## src/rtl/ram_port_arbiter_pkg.sv

```systemverilog
`default_nettype none
// ============================================================================
// Module   : ram_port_arbiter_pkg
// Purpose  : Shared types for the RAM port-B arbiter. Holds the requester tag,
//            the arbiter state encoding, the read-return pipe entry and the
//            default address/data widths.
// Ports    : none (package)
// Revision : 1.0 - initial release
// ============================================================================
package ram_port_arbiter_pkg;

    localparam int DEF_AW = 16;
    localparam int DEF_DW = 16;

    // Which requester a read return belongs to
    typedef enum logic {
        TAG_CPU = 1'b0,
        TAG_LDR = 1'b1
    } req_tag_e;

    // ARB: normal fixed-priority arbitration; LOCK: loader owns the port
    typedef enum logic {
        ARB  = 1'b0,
        LOCK = 1'b1
    } arb_state_e;

    // One slot of the read-return pipe
    typedef struct packed {
        logic     valid;
        req_tag_e tag;
    } rd_tag_t;

endpackage
`default_nettype wire

```

## src/rtl/ram_port_arbiter_if.sv

```systemverilog
`default_nettype none
// ============================================================================
// Module   : ram_port_arbiter_if
// Purpose  : Bundles the CPU request port, the loader request port and the
//            RAM port-B signals around the arbiter.
// Ports    : slave  - arbiter view (requests/ram_rdata in, grants/returns/ram_* out)
//            master - environment view (the mirror image)
// Revision : 1.0 - initial release
// ============================================================================
interface ram_port_arbiter_if #(
    parameter int AW = ram_port_arbiter_pkg::DEF_AW,
    parameter int DW = ram_port_arbiter_pkg::DEF_DW
);
    // CPU (requester 0)
    logic          cpu_req;
    logic          cpu_we;
    logic [AW-1:0] cpu_addr;
    logic [DW-1:0] cpu_wdata;
    logic          cpu_gnt;
    logic          cpu_rvalid;
    logic [DW-1:0] cpu_rdata;
    // Loader (requester 1)
    logic          ldr_req;
    logic          ldr_we;
    logic [AW-1:0] ldr_addr;
    logic [DW-1:0] ldr_wdata;
    logic          ldr_lock;
    logic          ldr_gnt;
    logic          ldr_rvalid;
    logic [DW-1:0] ldr_rdata;
    // RAM port B
    logic [AW-1:0] ram_addr;
    logic [DW-1:0] ram_wdata;
    logic          ram_wren;
    logic [DW-1:0] ram_rdata;

    modport slave (
        input  cpu_req, cpu_we, cpu_addr, cpu_wdata,
        input  ldr_req, ldr_we, ldr_addr, ldr_wdata, ldr_lock,
        input  ram_rdata,
        output cpu_gnt, cpu_rvalid, cpu_rdata,
        output ldr_gnt, ldr_rvalid, ldr_rdata,
        output ram_addr, ram_wdata, ram_wren
    );

    modport master (
        output cpu_req, cpu_we, cpu_addr, cpu_wdata,
        output ldr_req, ldr_we, ldr_addr, ldr_wdata, ldr_lock,
        output ram_rdata,
        input  cpu_gnt, cpu_rvalid, cpu_rdata,
        input  ldr_gnt, ldr_rvalid, ldr_rdata,
        input  ram_addr, ram_wdata, ram_wren
    );

endinterface
`default_nettype wire

```

## src/rtl/ram_port_arbiter_rd_tag_pipe.sv

```systemverilog
`default_nettype none
// ============================================================================
// Module   : ram_port_arbiter_rd_tag_pipe
// Purpose  : DEPTH-stage shift register of {valid, tag}. An entry pushed in
//            cycle N appears on pop in cycle N+DEPTH, matching the RAM read
//            latency so the return can be steered to its requester.
// Ports    : clk, rst_n (async active-low), push (entry in), pop (entry out)
// Revision : 1.0 - initial release
// ============================================================================
module ram_port_arbiter_rd_tag_pipe
    import ram_port_arbiter_pkg::*;
#(
    parameter int DEPTH = 1
) (
    input  logic    clk,
    input  logic    rst_n,
    input  rd_tag_t push,
    output rd_tag_t pop
);

    rd_tag_t [DEPTH-1:0] stage;

    always_ff @(posedge clk or negedge rst_n) begin
        if (!rst_n) begin
            stage <= '0;
        end else begin
            stage[0] <= push;
            for (int i = 1; i < DEPTH; i++) begin
                stage[i] <= stage[i-1];
            end
        end
    end

    assign pop = stage[DEPTH-1];

endmodule
`default_nettype wire

```

## src/rtl/ram_port_arbiter.sv

```systemverilog
`default_nettype none
// ============================================================================
// Module   : ram_port_arbiter
// Purpose  : Shares RAM data port B between the CPU load/store path and the
//            debug/program loader. CPU has fixed priority; a starvation
//            counter forces a loader grant after MAX_WAIT denied cycles; the
//            loader can lock the port for a burst. Read data is steered back
//            to the requester that issued the load, RD_LATENCY cycles later.
// Ports    : clk, CPU_RESET_n (async active-low)
//            bus (slave) - CPU/loader request ports and RAM port B
// Revision : 1.0 - initial release
// ============================================================================
module ram_port_arbiter
    import ram_port_arbiter_pkg::*;
#(
    parameter int RD_LATENCY = 1,   // 1..2
    parameter int MAX_WAIT   = 4,   // >= 1
    parameter int AW         = DEF_AW,
    parameter int DW         = DEF_DW
) (
    input  logic              clk,
    input  logic              CPU_RESET_n,
    ram_port_arbiter_if.slave bus
);

    localparam int            CW         = $clog2(MAX_WAIT + 1);
    localparam logic [CW-1:0] WAIT_LIMIT = CW'(MAX_WAIT);

    arb_state_e    state, state_nxt;
    logic [CW-1:0] wait_cnt, wait_cnt_nxt;
    logic          cpu_gnt, ldr_gnt;
    logic [AW-1:0] last_addr;
    logic [DW-1:0] last_wdata;
    rd_tag_t       rd_push, rd_pop;
    logic          cpu_ret, ldr_ret;
    logic [DW-1:0] cpu_hold, ldr_hold;

    // ------------------------------------------------------------------
    // Arbitration, next state and starvation counter
    // ------------------------------------------------------------------
    always_comb begin
        cpu_gnt      = 1'b0;
        ldr_gnt      = 1'b0;
        state_nxt    = state;
        wait_cnt_nxt = wait_cnt;

        // No grant may be issued while reset is held, even though the
        // grant path is combinational.
        if (CPU_RESET_n) begin
            if (state == LOCK && bus.ldr_lock) begin
                ldr_gnt = bus.ldr_req;
            end else if (bus.cpu_req && bus.ldr_req) begin
                if (wait_cnt == WAIT_LIMIT) begin
                    ldr_gnt = 1'b1;
                end else begin
                    cpu_gnt = 1'b1;
                end
            end else begin
                cpu_gnt = bus.cpu_req;
                ldr_gnt = bus.ldr_req;
            end
        end

        // Lock is entered on a locked loader grant and held for as long as
        // ldr_lock stays high; dropping it releases the port the same cycle.
        state_nxt = (bus.ldr_lock && (ldr_gnt || state == LOCK)) ? LOCK : ARB;

        if (bus.ldr_req && !ldr_gnt) begin
            wait_cnt_nxt = (wait_cnt == WAIT_LIMIT) ? wait_cnt : wait_cnt + CW'(1);
        end else begin
            wait_cnt_nxt = '0;
        end
    end

    // ------------------------------------------------------------------
    // RAM port mux; address/data hold their last value when idle
    // ------------------------------------------------------------------
    always_comb begin
        bus.ram_wren  = 1'b0;
        bus.ram_addr  = last_addr;
        bus.ram_wdata = last_wdata;
        rd_push       = '0;
        if (cpu_gnt) begin
            bus.ram_wren  = bus.cpu_we;
            bus.ram_addr  = bus.cpu_addr;
            bus.ram_wdata = bus.cpu_wdata;
            rd_push.valid = ~bus.cpu_we;
            rd_push.tag   = TAG_CPU;
        end else if (ldr_gnt) begin
            bus.ram_wren  = bus.ldr_we;
            bus.ram_addr  = bus.ldr_addr;
            bus.ram_wdata = bus.ldr_wdata;
            rd_push.valid = ~bus.ldr_we;
            rd_push.tag   = TAG_LDR;
        end
    end

    // ------------------------------------------------------------------
    // Read-return routing
    // ------------------------------------------------------------------
    ram_port_arbiter_rd_tag_pipe #(
        .DEPTH (RD_LATENCY)
    ) u_rd_tag_pipe (
        .clk   (clk),
        .rst_n (CPU_RESET_n),
        .push  (rd_push),
        .pop   (rd_pop)
    );

    assign cpu_ret = rd_pop.valid && (rd_pop.tag == TAG_CPU);
    assign ldr_ret = rd_pop.valid && (rd_pop.tag == TAG_LDR);

    // Data is passed straight through on the return cycle and a copy is
    // kept so rdata stays stable until that requester's next return.
    assign bus.cpu_gnt    = cpu_gnt;
    assign bus.ldr_gnt    = ldr_gnt;
    assign bus.cpu_rvalid = cpu_ret;
    assign bus.ldr_rvalid = ldr_ret;
    assign bus.cpu_rdata  = cpu_ret ? bus.ram_rdata : cpu_hold;
    assign bus.ldr_rdata  = ldr_ret ? bus.ram_rdata : ldr_hold;

    // ------------------------------------------------------------------
    // State registers
    // ------------------------------------------------------------------
    always_ff @(posedge clk or negedge CPU_RESET_n) begin
        if (!CPU_RESET_n) begin
            state      <= ARB;
            wait_cnt   <= '0;
            last_addr  <= '0;
            last_wdata <= '0;
            cpu_hold   <= '0;
            ldr_hold   <= '0;
        end else begin
            state      <= state_nxt;
            wait_cnt   <= wait_cnt_nxt;
            last_addr  <= bus.ram_addr;
            last_wdata <= bus.ram_wdata;
            if (cpu_ret) begin
                cpu_hold <= bus.ram_rdata;
            end
            if (ldr_ret) begin
                ldr_hold <= bus.ram_rdata;
            end
        end
    end

endmodule
`default_nettype wire

```

## src/flat_wrapper.sv

```systemverilog
// flat-port wrapper written by rule: the top's interface ports become plain ports
module ram_port_arbiter_flat import ram_port_arbiter_pkg::*;
#(
    parameter int RD_LATENCY = 1,          
    parameter int MAX_WAIT   = 4,          
    parameter int AW         = DEF_AW,
    parameter int DW         = DEF_DW
)
  (clk, CPU_RESET_n, bus_cpu_req, bus_cpu_we, bus_cpu_addr, bus_cpu_wdata, bus_ldr_req, bus_ldr_we, bus_ldr_addr, bus_ldr_wdata, bus_ldr_lock, bus_ram_rdata, bus_cpu_gnt, bus_cpu_rvalid, bus_cpu_rdata, bus_ldr_gnt, bus_ldr_rvalid, bus_ldr_rdata, bus_ram_addr, bus_ram_wdata, bus_ram_wren);
  ram_port_arbiter_if #(.AW(AW), .DW(DW)) bus_i ();
  input  logic clk;
  input  logic CPU_RESET_n;
  input wire logic [$bits(bus_i.cpu_req)-1:0] bus_cpu_req;
  input wire logic [$bits(bus_i.cpu_we)-1:0] bus_cpu_we;
  input wire logic [$bits(bus_i.cpu_addr)-1:0] bus_cpu_addr;
  input wire logic [$bits(bus_i.cpu_wdata)-1:0] bus_cpu_wdata;
  input wire logic [$bits(bus_i.ldr_req)-1:0] bus_ldr_req;
  input wire logic [$bits(bus_i.ldr_we)-1:0] bus_ldr_we;
  input wire logic [$bits(bus_i.ldr_addr)-1:0] bus_ldr_addr;
  input wire logic [$bits(bus_i.ldr_wdata)-1:0] bus_ldr_wdata;
  input wire logic [$bits(bus_i.ldr_lock)-1:0] bus_ldr_lock;
  input wire logic [$bits(bus_i.ram_rdata)-1:0] bus_ram_rdata;
  output wire logic [$bits(bus_i.cpu_gnt)-1:0] bus_cpu_gnt;
  output wire logic [$bits(bus_i.cpu_rvalid)-1:0] bus_cpu_rvalid;
  output wire logic [$bits(bus_i.cpu_rdata)-1:0] bus_cpu_rdata;
  output wire logic [$bits(bus_i.ldr_gnt)-1:0] bus_ldr_gnt;
  output wire logic [$bits(bus_i.ldr_rvalid)-1:0] bus_ldr_rvalid;
  output wire logic [$bits(bus_i.ldr_rdata)-1:0] bus_ldr_rdata;
  output wire logic [$bits(bus_i.ram_addr)-1:0] bus_ram_addr;
  output wire logic [$bits(bus_i.ram_wdata)-1:0] bus_ram_wdata;
  output wire logic [$bits(bus_i.ram_wren)-1:0] bus_ram_wren;
  assign bus_i.cpu_req = bus_cpu_req;
  assign bus_i.cpu_we = bus_cpu_we;
  assign bus_i.cpu_addr = bus_cpu_addr;
  assign bus_i.cpu_wdata = bus_cpu_wdata;
  assign bus_i.ldr_req = bus_ldr_req;
  assign bus_i.ldr_we = bus_ldr_we;
  assign bus_i.ldr_addr = bus_ldr_addr;
  assign bus_i.ldr_wdata = bus_ldr_wdata;
  assign bus_i.ldr_lock = bus_ldr_lock;
  assign bus_i.ram_rdata = bus_ram_rdata;
  assign bus_cpu_gnt = bus_i.cpu_gnt;
  assign bus_cpu_rvalid = bus_i.cpu_rvalid;
  assign bus_cpu_rdata = bus_i.cpu_rdata;
  assign bus_ldr_gnt = bus_i.ldr_gnt;
  assign bus_ldr_rvalid = bus_i.ldr_rvalid;
  assign bus_ldr_rdata = bus_i.ldr_rdata;
  assign bus_ram_addr = bus_i.ram_addr;
  assign bus_ram_wdata = bus_i.ram_wdata;
  assign bus_ram_wren = bus_i.ram_wren;
  ram_port_arbiter #(.RD_LATENCY(RD_LATENCY), .MAX_WAIT(MAX_WAIT), .AW(AW), .DW(DW)) u_core (.clk(clk), .CPU_RESET_n(CPU_RESET_n), .bus(bus_i));
endmodule
```

## config.mk

```make
export PLATFORM = sky130hd
export DESIGN_NAME = ram_port_arbiter_flat
export DESIGN_NICKNAME = d
export VERILOG_FILES = /design/src/rtl/ram_port_arbiter_pkg.sv /design/src/rtl/ram_port_arbiter_if.sv /design/src/rtl/ram_port_arbiter_rd_tag_pipe.sv /design/src/rtl/ram_port_arbiter.sv /design/src/flat_wrapper.sv
export SDC_FILE = /design/constraint.sdc
export NUM_CORES = 1
export LEC_CHECK = 0
export CAP_MARGIN = 20
export CELL_PAD_IN_SITES_DETAIL_PLACEMENT = 1
export CELL_PAD_IN_SITES_GLOBAL_PLACEMENT = 1
export CORE_ASPECT_RATIO = 2
export CORE_MARGIN = 1
export CORE_UTILIZATION = 30
export DETAILED_ROUTE_END_ITERATION = 16
export DONT_BUFFER_PORTS = 1
export PLACE_DENSITY = 0.6
export SLEW_MARGIN = 20
export SYNTH_ARGS = -nofsm -noshare
export SYNTH_HDL_FRONTEND = slang
export SYNTH_SLANG_ARGS = --single-unit
```

## constraint.sdc

```tcl
create_clock -name clk -period 3.7 [get_ports clk]
set_input_delay 0.37 -clock clk [delete_from_list [all_inputs] [get_ports clk]]
set_output_delay 0.37 -clock clk [all_outputs]
set_load 0.005 [all_outputs]
```

==> results of run 1 <==
-- worst max-delay path by stage --
stage	startpoint	depth (start not counted)	slack [ps]	end
floorplan	u_core.wait_cnt[0]$_DFFE_PN0P_	8	1810	bus_ram_addr[0]
global placement	u_core.wait_cnt[0]$_DFFE_PN0P_	5	1350	bus_ram_addr[15]
detailed placement	u_core.wait_cnt[0]$_DFFE_PN0P_	5	1300	bus_ram_addr[15]
CTS	u_core.wait_cnt[0]$_DFFE_PN0P_	5	930	bus_ram_addr[15]
global route	u_core.wait_cnt[0]$_DFFE_PN0P_	5	840	bus_ram_addr[15]
finish	u_core.wait_cnt[0]$_DFFE_PN0P_	5	970	bus_ram_addr[15]
-- power by group --
group	internal, uW	switching (uW)	total, uW
Sequential	914	55.0	969
Combinational	191	241	432
Clock	608	338	945
Total	1710	633	2350
-- flip-flops by register name (all words and copies together), names as in the netlist --
signal,cells
u_core.cpu_hold,16
u_core.last_addr,16
u_core.last_wdata,16
u_core.ldr_hold,16
u_core.state,1
u_core.u_rd_tag_pipe.pop,2
u_core.wait_cnt,3
-- Yosys cell counts --
master	n	area share (%)
buf_4	4	0.80
mux2_2	33	9.9
a21boi_0	2	0.40
a21bo_2	1	0.27
ha_1	2	0.67
nor2b_1	1	0.17
o21bai_1	1	0.20
inv_1	3	0.30
a21oi_1	5	0.67
nor3b_1	1	0.20
and2_1	1	0.17
o21a_1	4	0.80
nand2b_1	33	5.5
dfrtp_1	70	47
buf_2	17	2.3
a221oi_2	30	12
o22ai_1	64	11
clkbuf_1	9	0.90
a21boi_1	1	0.20
a21o_1	1	0.20
a221oi_1	3	0.70
nand3_1	1	0.13
nor2_1	32	3.2
nand2_1	5	0.50
and3_1	4	0.67
nand3_4	1	0.47
buf_6	4	1.2
o21ai_0	1	0.13
-- per-layer routing --
layer  wire length [um]  share of wire (%)
met2               5590                 54
met5                  0                  0
met1               3880                 37
met3                770                7.4
met4                176                1.7
-- area by class of cell --
cell class / count / area, um2
Timing Repair Buffer: 6 / 67.6
Multi-Input combinational cell: 227 / 1800
Clock buffer: 10 / 239
Tap cell: 147 / 184
Clock inverter: 6 / 83.8
Sequential cell: 70 / 1750
Inverter: 3 / 11.3
Fill cell: 1373 / 8060
-- cells by family after synthesis --
| logic type | count (synthesis) | synth area share (%) |
|---|---|---|
| flip-flops | 70 | 46.7 |
| AND/OR/NAND/NOR | 79 | 11.0 |
| AO/OA/AOI/OAI | 113 | 26.3 |
| adder cells (fa/ha/maj) | 2 | 0.667 |
| multiplexers | 33 | 9.91 |
| buffers and inverters | 37 | 5.47 |
-- through the flow --
step | instance area [um2] | hold slack [ps]
2_1_floorplan | 3750 | 74.4
3_3_place_gp | 3770 | 77.1
3_5_place_dp | 3770 | 77.0
4_1_cts | 4140 | 144
5_1_grt | 4140 | 144
6_report | 4140 | 170
-- worst max-delay path, delay by kind of cell, from the launching register on --
| kind | cells | cell delay, ps |
|---|---|---|
| AND/OR/NAND/NOR | 2 | 990 |
| adder cells (fa/ha/maj) | 1 | 300 |
| buffers and inverters | 1 | 70 |
| flip-flops | 1 | 390 |
| AO/OA/AOI/OAI | 1 | 250 |
==> impl_results.md, run 1 <==
* H-tree level count at 3
* Placed cell count at 451
* Die area at approximately 13000 um2
* Pre-antenna DRT Iters at 4
* CP Class: flop to output port
* CTS Buffer Depth at 2
* Global-route wire length before repair at roughly 16 mm
* Crit path launch type: flop
* Vias in the first global route at 3163
* Worst vdd ir at around 220 uV
* Total grt overflow at 0
* Initial Utilization at between 30 and 40%
* WL final at 10.4 mm
* R2r endpoint: u_core.last_wdata[15]$_DFF_PN0_
* Slew headroom at approximately 28%
* Final setup margin at around 1000 ps
* Vias at ~2700
* CTS Buf Count at 9
* Root buffer cell: clkbuf_16
* # IOs at about 160
* Final setup vio count at 0
* Final worst-path cycle share at between 70% and 80%
* Clk pin slew, worst setup/hold paths at ~50 ps
* Worst Skew at ~13 ps
* Critical-path cell list: inv_1, ha_1, nand3_4, and2_2, a221oi_1
* Clk_lat worst skew at about 330 ps
* Mapped Area at roughly 3800 um2
* Synthesis warning total at 0
* P&R area growth vs syn at 10.2%
* Netlist cell types at 28
* Final net count at slightly above 400
* Num rows at 57
* Outcome: complete, no violations
* GRT met3 Usage at 4.80%
* Max-slew violations at 0
* Non-Filler Instances at 469
* Antenna-violating nets left at 0
* Critical path required time at between 3000 and 4000 ps
* DRC viols at 0
* Critical-path top delay cell: and2_2
* GR met1 Demand/Resource at between 15 and 20%
* Reg-to-reg startpoint: u_core.wait_cnt[0]$_DFFE_PN0P_
* Min Clock Period, post-route at ~2700 ps
* Post-Place Worst Slack at approximately 1300 ps
* CTS tree: done
* Max Cap Viol at 0
* Number of hold buffers added after cts at 2
* WHS Endpoint: u_core.state$_DFF_PN0_
* Tot Pwr at ~2300 uW
* Initial antenna violation count at 0
* Largest net degree at the start of global routing at 75
* Worst setup EP type: output port
* Post-CTS Resized at 0
* Slew of the pin with the lowest slew margin at 1090 ps
* Commonest cells after routing, fill and taps aside: 70 x dfrtp_1, 64 x o22ai_1, 33 x mux2_2, 33 x nand2b_1, 32 x nor2_1
* Total track usage at ~16%
* RSZ-0062 raised after global routing: false
* Slowest stage delay, CP at 870 ps
* Final core utilization at ~34%
* Final Hold Fails at 0
* #FFs+latches synth at 70
* Via/cell ratio at around 5.8
* Fmax at around 370 MHz
* Worst R2R Path Depth at 5
* Setup tns final at 0 ps
* IO buf count at 0
* Placer Congestion at between 0.7 and 0.8
* Core ar. at 12200 um2
* Setup bufs post-CTS at 0
* Die Wd at a little over 80 um
* Share of cells above drive strength 1 at approximately 27%
* Peak fanout along the critical path at 32
* Mapped Cells at roughly 330
* Initial DRC count at 64
* Routed WL per cell at approximately 22 um
* Pwr dens at ~570 nW/um2
* HPWL Detailed at slightly below 7 mm
* Met2 usage at 29.8%
* GR peak layer: met2
* Die Y at ~160 um
* Worst reg-to-reg setup slack at between 1000 and 1500 ps
* CTS Sinks at 70
* Syn_area_per_cell at ~11 um2
* Worst path arrival time at ~2400 ps
* Hold/Removal Path Class: input port to flop
* Most common cell after layout, fill and taps aside: dfrtp_1
* Number of antenna diodes at 0
* Hold_sp: bus_ldr_lock
* Hold path depth at 1
* Syn Nets at between 400 and 500
* Leakage power at 0.00159 uW
* Register area share after synthesis at 46.7%
(Power assumes the default switching activity.)
==> inputs of run 2 (changes only) <==
Settings changed: ABC_AREA set to 1, PLACE_DENSITY 0.6 to 0.66.
Clock period 3.7 ns to 2.5 ns, I/O delays scaled along.
==> run 2 against run 1 <==
  * The run now ends with design-rule violations left
  * Critical path depth is 2 higher
  * Global-route usage is 0.19 points lower
  * Highest routed layer unchanged
  * Total power grew 45%
  * Largest power group unchanged
  * Clock power up 38%
==> impl_results.md, run 2 <==
* Outcome: complete, but fails checks
* Failing checks: design-rule violations
* Clk_lat worst skew at around 330 ps
* Number of antenna diodes at 0
* Global-route wire length before repair at roughly 14 mm
* Via/cell ratio at 4.71
* P&R area growth vs syn at 13.1%
* EDFF count, synth at 0
* Num rows at between 50 and 60
* CTS Buf Count at 9
* WP buf/inv at 2
* Crit path top cell by count: nand2_1
* Worst path arrival time at approximately 2000 ps
* WL met2 at ~4.9 mm
* Max Cap Viol at 0
* H-tree level count at 3
* Slew of the pin with the lowest slew margin at slightly below 900 ps
* Initial DRC count at 66
* RSZ-0062 raised after global routing: false
* Netlist cell types at 20
* Syn_area_per_cell at 7.74 um2
* Most frequent cell after synthesis: nand2_1
* Critical path required time at around 2300 ps
* Synth top area share at 52.6%
* Worst setup EP type: output port
* WL final at slightly below 9 mm
* FFs w/ async S/R, synth at 100%
* Most common cell after layout, fill and taps aside: nand2_1
* Crit path launch type: flop
* Final Hold Fails at 0
* DRC viols at 1
* Antenna-violating nets left at 0
* Area leader, netlist: dfrtp_1
* Share of cells above drive strength 1 at about 6.3%
* Tot Pwr at 3410 uW
* CTS tree: done
* CTS Buffer Depth at 2
* Die Y at between 150 and 200 um
* Routed WL per cell at approximately 15 um
* Placer Congestion at around 0.77
* Critical-path cell list: inv_1, ha_1, nand3_1, nand4_2, inv_2, nand2_1, nand2_1
* Vias at approximately 2700
* Mapped Area at ~3300 um2
* Final net count at approximately 520
* Final setup vio count at 0
* Max-slew violations at 0
* Synthesis warning total at 0
* Met1 WL at roughly 3.2 mm
* #FFs+latches synth at 70
* Setup tns final at 0 ps
* Top Layer Used: met4
* Pwr dens at 906 nW/um2
* CP Class: flop to output port
* Total grt overflow at 0
* Commonest cells after routing, fill and taps aside: 139 x nand2_1, 87 x inv_1, 70 x dfrtp_1
* Delay-heaviest family, CP: simple AND/OR/NAND/NOR gates
* Syn Nets at just over 500
* CTS Sinks at 70
* Most used DFF post-synth: dfrtp_1
* Core ar. at ~11000 um2
* Largest net degree at the start of global routing at between 70 and 80
* Met3 routed WL at 546 um
* Vias in the first global route at between 2000 and 3000
* Root buffer cell: clkbuf_16
* Final worst-path cycle share at approximately nine tenths
* Slowest stage delay, CP at 470 ps
* Register area share after synthesis at 52.6%
* HPWL Detailed at approximately 6.3 mm
* IO buf count at 0
* Peak fanout along the critical path at 34
* Clk pin slew, worst setup/hold paths at roughly 60 ps
* Initial antenna violation count at 0
* Synth area leaders: dfrtp_1 53%, nand2_1 16%, inv_1 9.8%, nand3_1 9.8%, o21ai_0 5.0%
* Mapped Cells at 430
* Die Wd at roughly 76 um
* Fill cells at roughly 1400
* Initial Utilization at between 30% and 40%
* Min Clock Period, post-route at roughly 2300 ps
* Worst vdd ir at roughly 310 uV
* Slew headroom at about 42%
* Leakage power at approximately 0.0021 uW
* Critical-path top delay cell: inv_2
* Pre-antenna DRT Iters at 9
* # IOs at around 160
* Total track usage at between 15 and 20%
* Die area at roughly 12000 um2
* Fmax at ~440 MHz
* Hold/Removal Path Class: input port to flop
* Worst Skew at 6.70 ps
* Top cells by count, synth: 139 x nand2_1, 87 x inv_1, 70 x dfrtp_1, 65 x nand3_1, 33 x o21ai_0
-- run 2: power by group --
group | switching [uW] | internal, uW | leakage, uW
registers | 71.5 | 1390 | 0.000845
logic | 460 | 185 | 0.00112
clock network | 477 | 824 | 0.000144
total | 1010 | 2400 | 0.00211
-- run 2: repair_timing --
action / 4_1_cts / 5_1_grt
setup endpoints to repair: 0 / 2
setup buffers: 0 / 0
hold buffers: 2 / 0
resized for setup: 0 / 1
endpoints found under the hold margin: 70 / 0
-- run 2: path summary, 6_finish.rpt --
check | endpoint | slack, ps | start | cells after the start
setup / recovery | bus_ram_wdata[8] | 220 | u_core.wait_cnt[0]$_DFFE_PN0P_ | 7
hold / removal | u_core.u_rd_tag_pipe.pop[1]$_DFF_PN0_ | 60 | bus_cpu_we | 1
setup reg to reg | u_core.last_wdata[8]$_DFF_PN0_ | 710 | u_core.wait_cnt[0]$_DFFE_PN0P_ | 7
hold reg to reg | u_core.ldr_hold[8]$_DFF_PN0_ | 530 | u_core.ldr_hold[8]$_DFF_PN0_ | 2
max in group asynchronous | u_core.last_wdata[9]$_DFF_PN0_ | 1720 | CPU_RESET_n | 2
min in group asynchronous | u_core.ldr_hold[10]$_DFF_PN0_ | 520 | CPU_RESET_n | 2
-- run 2: logic make-up (layout without fill, tap and decap cells) --
kind of cell | count (synthesis) | count (layout) | share of synthesized area (%)
and+or+nand+nor | 211 | 211 | 27.0
buffers and inverters | 110 | 111 | 13.8
DFF | 70 | 70 | 52.6
AOI/OAI and AO/OA | 35 | 35 | 5.30
adders and majority gates | 2 | 2 | 0.751
xor gates and xnor gates | 2 | 2 | 0.526
-- run 2: layer usage --
layer	track usage (%)	up-vias
met2	30.1	106
met4	6.35	0
met3	5.42	13
li1	-	1295
met5	0	-
met1	16.2	1276
-- run 2: stage by stage --
stage	util (%)	area (um2)	worst slack (ps)	hold slack, ps	cells
after floorplan	-	3330	987	-45.6	430
after global placement	31.3	3410	583	-44.0	553
after detailed placement	31.3	3410	512	-44.2	553
after CTS	34.5	3760	141	48.8	571
after global routing	34.6	3760	61.6	45.5	571
final	34.6	3760	222	63.9	571
-- run 2: layout make-up --
class / instances / area [um2] / area share [%]
sequential: 70 / 1750 / 46.5
multi-input combinational: 250 / 1130 / 29.9
inverter: 89 / 334 / 8.87
clock buffer: 11 / 253 / 6.71
tap: 140 / 175 / 4.65
timing repair buffer: 6 / 67.6 / 1.79
clock inverter: 5 / 57.6 / 1.53
